--- src/rtl/iir_inverse.sv ---
// Inverse of the first-order IIR filter y[n] = KX*x[n-1] - KY*y[n-1].
// It recovers x as (y[n] + KY*y[n-1]) / KX with a bit-serial restoring divider.
module iir_inverse #(
  parameter int                 IN_W  = 18,
  parameter int                 OUT_W = 8,
  parameter int                 KX    = 5,
  parameter logic signed [7:0]  KY    = 8'sd1,
  parameter int                 SUM_W = IN_W + 9
) (
  input  logic                    clk,
  input  logic                    rst,
  input  logic signed [IN_W-1:0]  data_in,
  input  logic                    in_valid,
  output logic                    in_ready,
  output logic signed [OUT_W-1:0] data_out,
  output logic                    out_valid,
  input  logic                    out_ready,
  output logic                    out_err
);

  if (KX <= 0) begin : g_bad_kx
    $error("iir_inverse: KX must be greater than zero");
  end

  // The remainder is always below KX, so after the shift it stays below 2*KX.
  localparam int REM_W = $clog2(KX + 1) + 1;
  localparam int CNT_W = $clog2(SUM_W + 1);
  localparam logic [REM_W-1:0]        KX_R = REM_W'(KX);
  localparam logic signed [SUM_W-1:0] KY_S = SUM_W'(KY);
  localparam logic signed [SUM_W-1:0] MAXV = SUM_W'(2 ** (OUT_W - 1) - 1);
  localparam logic signed [SUM_W-1:0] MINV = -MAXV - SUM_W'(1);

  typedef enum logic [1:0] {IDLE, DIV, OUT} state_t;

  state_t                    state_reg, state_next;
  logic signed [IN_W-1:0]    y_prev_reg;
  logic [SUM_W-1:0]          dvd_reg;
  logic [SUM_W-1:0]          quot_reg;
  logic                      neg_reg;
  logic [REM_W-1:0]          rem_reg;
  logic [CNT_W-1:0]          cnt_reg;
  logic signed [OUT_W-1:0]   data_out_reg;
  logic                      out_valid_reg;
  logic                      out_err_reg;

  logic                      accept;
  logic                      last_step;
  logic signed [SUM_W-1:0]   sum;
  logic [SUM_W-1:0]          sum_mag;
  logic [REM_W-1:0]          rem_sh;
  logic [REM_W-1:0]          rem_step;
  logic                      qbit;
  logic [SUM_W-1:0]          quot_step;
  logic signed [SUM_W-1:0]   q_signed;
  logic                      sat_hi;
  logic                      sat_lo;
  logic signed [OUT_W-1:0]   res;
  logic                      res_err;

  assign in_ready  = (state_reg == IDLE);
  assign accept    = in_valid & in_ready;
  assign last_step = (state_reg == DIV) && (cnt_reg == CNT_W'(SUM_W - 1));

  assign data_out  = data_out_reg;
  assign out_valid = out_valid_reg;
  assign out_err   = out_err_reg;

  // The sum is wide enough that the sign-magnitude split cannot overflow.
  always_comb begin
    sum     = SUM_W'(data_in) + SUM_W'(y_prev_reg) * KY_S;
    sum_mag = sum[SUM_W-1] ? SUM_W'(-sum) : SUM_W'(sum);
  end

  always_comb begin
    rem_sh = {rem_reg[REM_W-2:0], dvd_reg[SUM_W-1]};
    if (rem_sh >= KX_R) begin
      rem_step = rem_sh - KX_R;
      qbit     = 1'b1;
    end else begin
      rem_step = rem_sh;
      qbit     = 1'b0;
    end
    quot_step = {quot_reg[SUM_W-2:0], qbit};
    q_signed  = neg_reg ? -$signed(quot_step) : $signed(quot_step);
    sat_hi    = (q_signed > MAXV);
    sat_lo    = (q_signed < MINV);
    if (sat_hi)      res = MAXV[OUT_W-1:0];
    else if (sat_lo) res = MINV[OUT_W-1:0];
    else             res = q_signed[OUT_W-1:0];
    res_err = (rem_step != '0) | sat_hi | sat_lo;
  end

  always_comb begin
    state_next = state_reg;
    unique case (state_reg)
      IDLE:    if (accept) state_next = DIV;
      DIV:     if (last_step) state_next = OUT;
      OUT:     if (out_valid_reg && out_ready) state_next = IDLE;
      default: state_next = IDLE;
    endcase
  end

  always_ff @(posedge clk) begin
    if (rst) state_reg <= IDLE;
    else     state_reg <= state_next;
  end

  always_ff @(posedge clk) begin
    if (rst) begin
      y_prev_reg    <= '0;
      dvd_reg       <= '0;
      quot_reg      <= '0;
      neg_reg       <= 1'b0;
      rem_reg       <= '0;
      cnt_reg       <= '0;
      data_out_reg  <= '0;
      out_valid_reg <= 1'b0;
      out_err_reg   <= 1'b0;
    end else begin
      unique case (state_reg)
        IDLE: begin
          if (accept) begin
            dvd_reg    <= sum_mag;
            neg_reg    <= sum[SUM_W-1];
            y_prev_reg <= data_in;
            quot_reg   <= '0;
            rem_reg    <= '0;
            cnt_reg    <= '0;
          end
        end
        DIV: begin
          dvd_reg  <= {dvd_reg[SUM_W-2:0], 1'b0};
          rem_reg  <= rem_step;
          quot_reg <= quot_step;
          cnt_reg  <= cnt_reg + CNT_W'(1);
          if (last_step) begin
            data_out_reg  <= res;
            out_err_reg   <= res_err;
            out_valid_reg <= 1'b1;
          end
        end
        OUT: begin
          if (out_ready) out_valid_reg <= 1'b0;
        end
        default: out_valid_reg <= 1'b0;
      endcase
    end
  end

endmodule

--- config.mk ---
export PLATFORM = sky130hd
export DESIGN_NAME = iir_inverse
export DESIGN_NICKNAME = d
export VERILOG_FILES = /design/src/rtl/iir_inverse.sv
export SDC_FILE = /design/constraint.sdc
export NUM_CORES = 1
export LEC_CHECK = 0
export ABC_AREA = 1
export CORE_MARGIN = 1
export CORE_UTILIZATION = 29
export DETAILED_ROUTE_END_ITERATION = 12
export HOLD_SLACK_MARGIN = 0.08
export SYNTH_ARGS = -nofsm -noshare
export SYNTH_HDL_FRONTEND = slang
export SYNTH_SLANG_ARGS = --single-unit
--- constraint.sdc ---
create_clock -name clk -period 2.7 [get_ports clk]
set_input_delay 0.54 -clock clk [delete_from_list [all_inputs] [get_ports clk]]
set_output_delay 0.54 -clock clk [all_outputs]
set_load 0.03 [all_outputs]
==> results.ini <==
[outcome]
status = finished, final reports clean

[setup_path]
critPathMaxFanout = 8
crit_path_max_incr_delay_ns = 0.33
worst_r2r_startpoint = rem_reg[0]$_SDFFE_PP0P_
critical_path.startpoint_type = register
cp_data_arrival_time_ns = 2.87
required_arrival_time_at_the_worst_endpoint_ns = 2.99
cp-end-kind = register
worstReg2RegEnd = data_out[3]$_SDFFE_PP0P_
path_buf_inv = 2
worstSetupPathType = register to register
worst_setup_path_end = data_out[3]$_SDFFE_PP0P_
timing.critical_path.from = rem_reg[0]$_SDFFE_PP0P_
critical-path-top-delay-family = simple AND/OR/NAND/NOR gates
regToRegSetupSlack_ns = 0.12
crit_slowest_cell = dfxtp_2
crit_chain = inv_2, ha_4, inv_2, nand2_4, a21oi_4, ha_4, nand3_4, nor2_4, nand2_2, o21ai_4, nand3_2, xor2_1, nand2_1, nor2_2, nand2_4, a21oi_1, nor2_2, nor2_1
worst-path-stages = 18
worst-r2r-cell-count = 18

[timing]
final_worst_clock_skew_ns = 0.0112
drv_slew = 0
setup_violations = 0
worstMarginPinSlew_ns = 0.682
timing.max_slew.rel_slack_pct = 54.5
min_period_ns = 2.58
achievable-frequency_mhz = 387
finalCritPeriodShare_pct = 95.6
tns_ns = 0
grt_setup_unrepaired = yes
timing_hold_violations_final = 0
fin_hold_ws_ns = 0.461

[placed_design]
routabilityCongestion = 0.866
io_buffers = 32
place_inst = 1343
dpl.hpwl_um = 11400

[cts]
clk_transition_reported_paths_ns = 0.07
clock_sink_count = 92
cts.path.max_buffers = 2
tritoncts.num_buffers = 9
hold_buffers = 0
tritoncts_clock_tree = built
clkLatencyLatePin_ns = 0.35
cts.root.buffer_cell = clkbuf_16
cts.htree.levels = 3

[power_and_ir_drop]
sw_frac_of_total_pct = 32.4
power_density_nw_per_um2 = 470
clock_power_share_pct = 32.1
power.share.sequential_pct = 39.2
total_leakage_power_nw = 3.59
switching_power_mw = 1.21
combinationalPowerShare_pct = 28.7
power.internal_mw = 2.53
vdd_ir_drop_max_mv = 0.370

[routing]
drtIter0Drc = 348
detail_route.wl_per_cell_um = 11.5
route.detailed.vias_per_inst = 4.67
number_of_iterations_in_the_first_detailed_routing_pass = 5
routed_wirelength_um = 15600
post-route-drc-count = 0
route.vias.total = 6355
ant_nets = 0

[finish]
syn_to_final_growth_pct = 29.3
fin_cells = 1362
layout.filler_cells = 2189
antenna-diode-count = 0
largest_register_ff_count = 27
final_net_count = 1134
commonest_non_fill_non_tap_cells_in_the_layout = nand2_1, inv_1, nor2_1
ratio_of_cells_with_drive_above_1_in_the_final_layout_pct = 18.0
layout.cells.most_common = nand2_1

[die]
start_util_pct = 30.0
rows = 52
floorplan.die.height_um = 148
die_x_um = 148
boundaryPins = 33
die-area_um2 = 21800
placeableCoreArea_um2 = 20500

[synthesis]
synth.yosys.seq_area_share_pct = 30.0
synth_flop_cell = dfxtp_1
synth_seq_cells = 92
avgSynthCellArea_um2 = 6.15
syn_nets = 1047
yosysWarningCount = 0
synth.distinct_cells = 43
proportion_of_synthesized_flip_flops_having_asynchronous_set_or_reset_pct = 0
synthCells = 1000
synthesis.area_um2 = 6150
synth_enable_flop_cells = 0

[hold_path]
min-delay-path-class = register to register

[job]
max-cap-violations = 0

[global_route]
antenna_found_initial = 0
first_global_vias = 5724
grt_usage_pct = 14.8
grt_start_max_net_pins = 64
grt_first_pass_wirelength_um = 26500
globalRoute.totalOverflow = 0

-- worst min-delay path, cell delays in order (launching register included) --
cell and delay, ns:
dfxtp_1 0.31, nand2_1 0.06, a21oi_1 0.05
-- cell families after synthesis --
| group | Yosys count | share of synthesized area, % |
|---|---|---|
| compound gates | 173 | 15.7 |
| xor+xnor | 13 | 1.97 |
| fa+ha+maj | 25 | 5.21 |
| buf+inv | 150 | 9.40 |
| flops | 92 | 30.0 |
| simple gates | 547 | 37.8 |
-- Yosys cell counts, types with 4 or more instances --
master	n	area [µm²]
nand2_1	299	1120
nor3_1	5	25.0
dfxtp_1	92	1840
nand4_1	12	75.1
nor2_2	8	50.1
a22oi_1	12	90.1
xnor2_1	7	61.3
ha_1	24	300
inv_1	113	424
clkbuf_1	26	97.6
nand3_1	74	370
xor2_1	5	43.8
nand2_2	8	50.1
o21ai_0	52	260
a31oi_1	5	31.3
a21oi_1	88	440
nor2_1	118	443
nand3_2	4	40.0
o21bai_1	4	30.0
nand3b_1	9	67.6
-- per-layer routing --
layer	track usage, %	share of wire, %
met1	19.8	50
met2	24.5	45
met4	5.93	1.8
met3	1.48	3.0
met5	0	0
-- how the worst min path moves through the flow --
| stage | from | end | slack, ns | cells after the start |
|---|---|---|---|---|
| 5_1_grt | dvd_reg[0]$_SDFFE_PP0P_ | dvd_reg[0]$_SDFFE_PP0P_ | 0.49 | 2 |
| 3_3_place_gp | dvd_reg[25]$_SDFFE_PP0P_ | dvd_reg[25]$_SDFFE_PP0P_ | 0.45 | 2 |
| 2_1_floorplan | dvd_reg[19]$_SDFFE_PP0P_ | dvd_reg[19]$_SDFFE_PP0P_ | 0.44 | 2 |
| 6_report | dvd_reg[24]$_SDFFE_PP0P_ | dvd_reg[24]$_SDFFE_PP0P_ | 0.46 | 2 |
| 3_5_place_dp | dvd_reg[24]$_SDFFE_PP0P_ | dvd_reg[24]$_SDFFE_PP0P_ | 0.45 | 2 |
| 4_1_cts | dvd_reg[24]$_SDFFE_PP0P_ | dvd_reg[24]$_SDFFE_PP0P_ | 0.46 | 2 |
-- metrics by stage --
step / utilization, % / worst slack [ns] / cell area (µm²) / power (mW)
4_1_cts: 37.3 / 0.00810 / 7640 / 3.73
3_5_place_dp: 35.5 / -0.557 / 7280 / 2.49
2_1_floorplan: - / 0.178 / 6150 / 2.10
6_report: 38.8 / 0.118 / 7950 / 3.74
3_3_place_gp: 35.5 / -0.482 / 7280 / 2.48
5_1_grt: 38.8 / -0.0737 / 7950 / 3.98
-- area by class of cell --
class | instances | area [µm²] | share of cell area [%]
Clock buffer | 11 | 233 | 2.93
Clock inverter | 5 | 38.8 | 0.488
Tap cell | 270 | 338 | 4.25
Timing Repair Buffer | 111 | 958 | 12.1
Inverter | 115 | 432 | 5.43
Sequential cell | 92 | 1840 | 23.2
Multi-Input combinational cell | 758 | 4110 | 51.7
-- power by group through the flow --
stage | Sequential (mW) | Clock (mW) | Combinational, mW
2_1_floorplan | 1.48 | 0 | 0.622
3_3_place_gp | 1.49 | 0 | 0.992
3_5_place_dp | 1.49 | 0 | 1.00
4_1_cts | 1.46 | 1.24 | 1.02
5_1_grt | 1.47 | 1.30 | 1.21
6_report | 1.47 | 1.20 | 1.07
-- repair_timing --
item | 4_1_cts | 5_1_grt
setup endpoints to repair | 16 | 25
resized for setup | 23 | 74
pin swaps | 15 | 36
setup buffers | 2 | 1
Power figures use the tool's default switching activity.
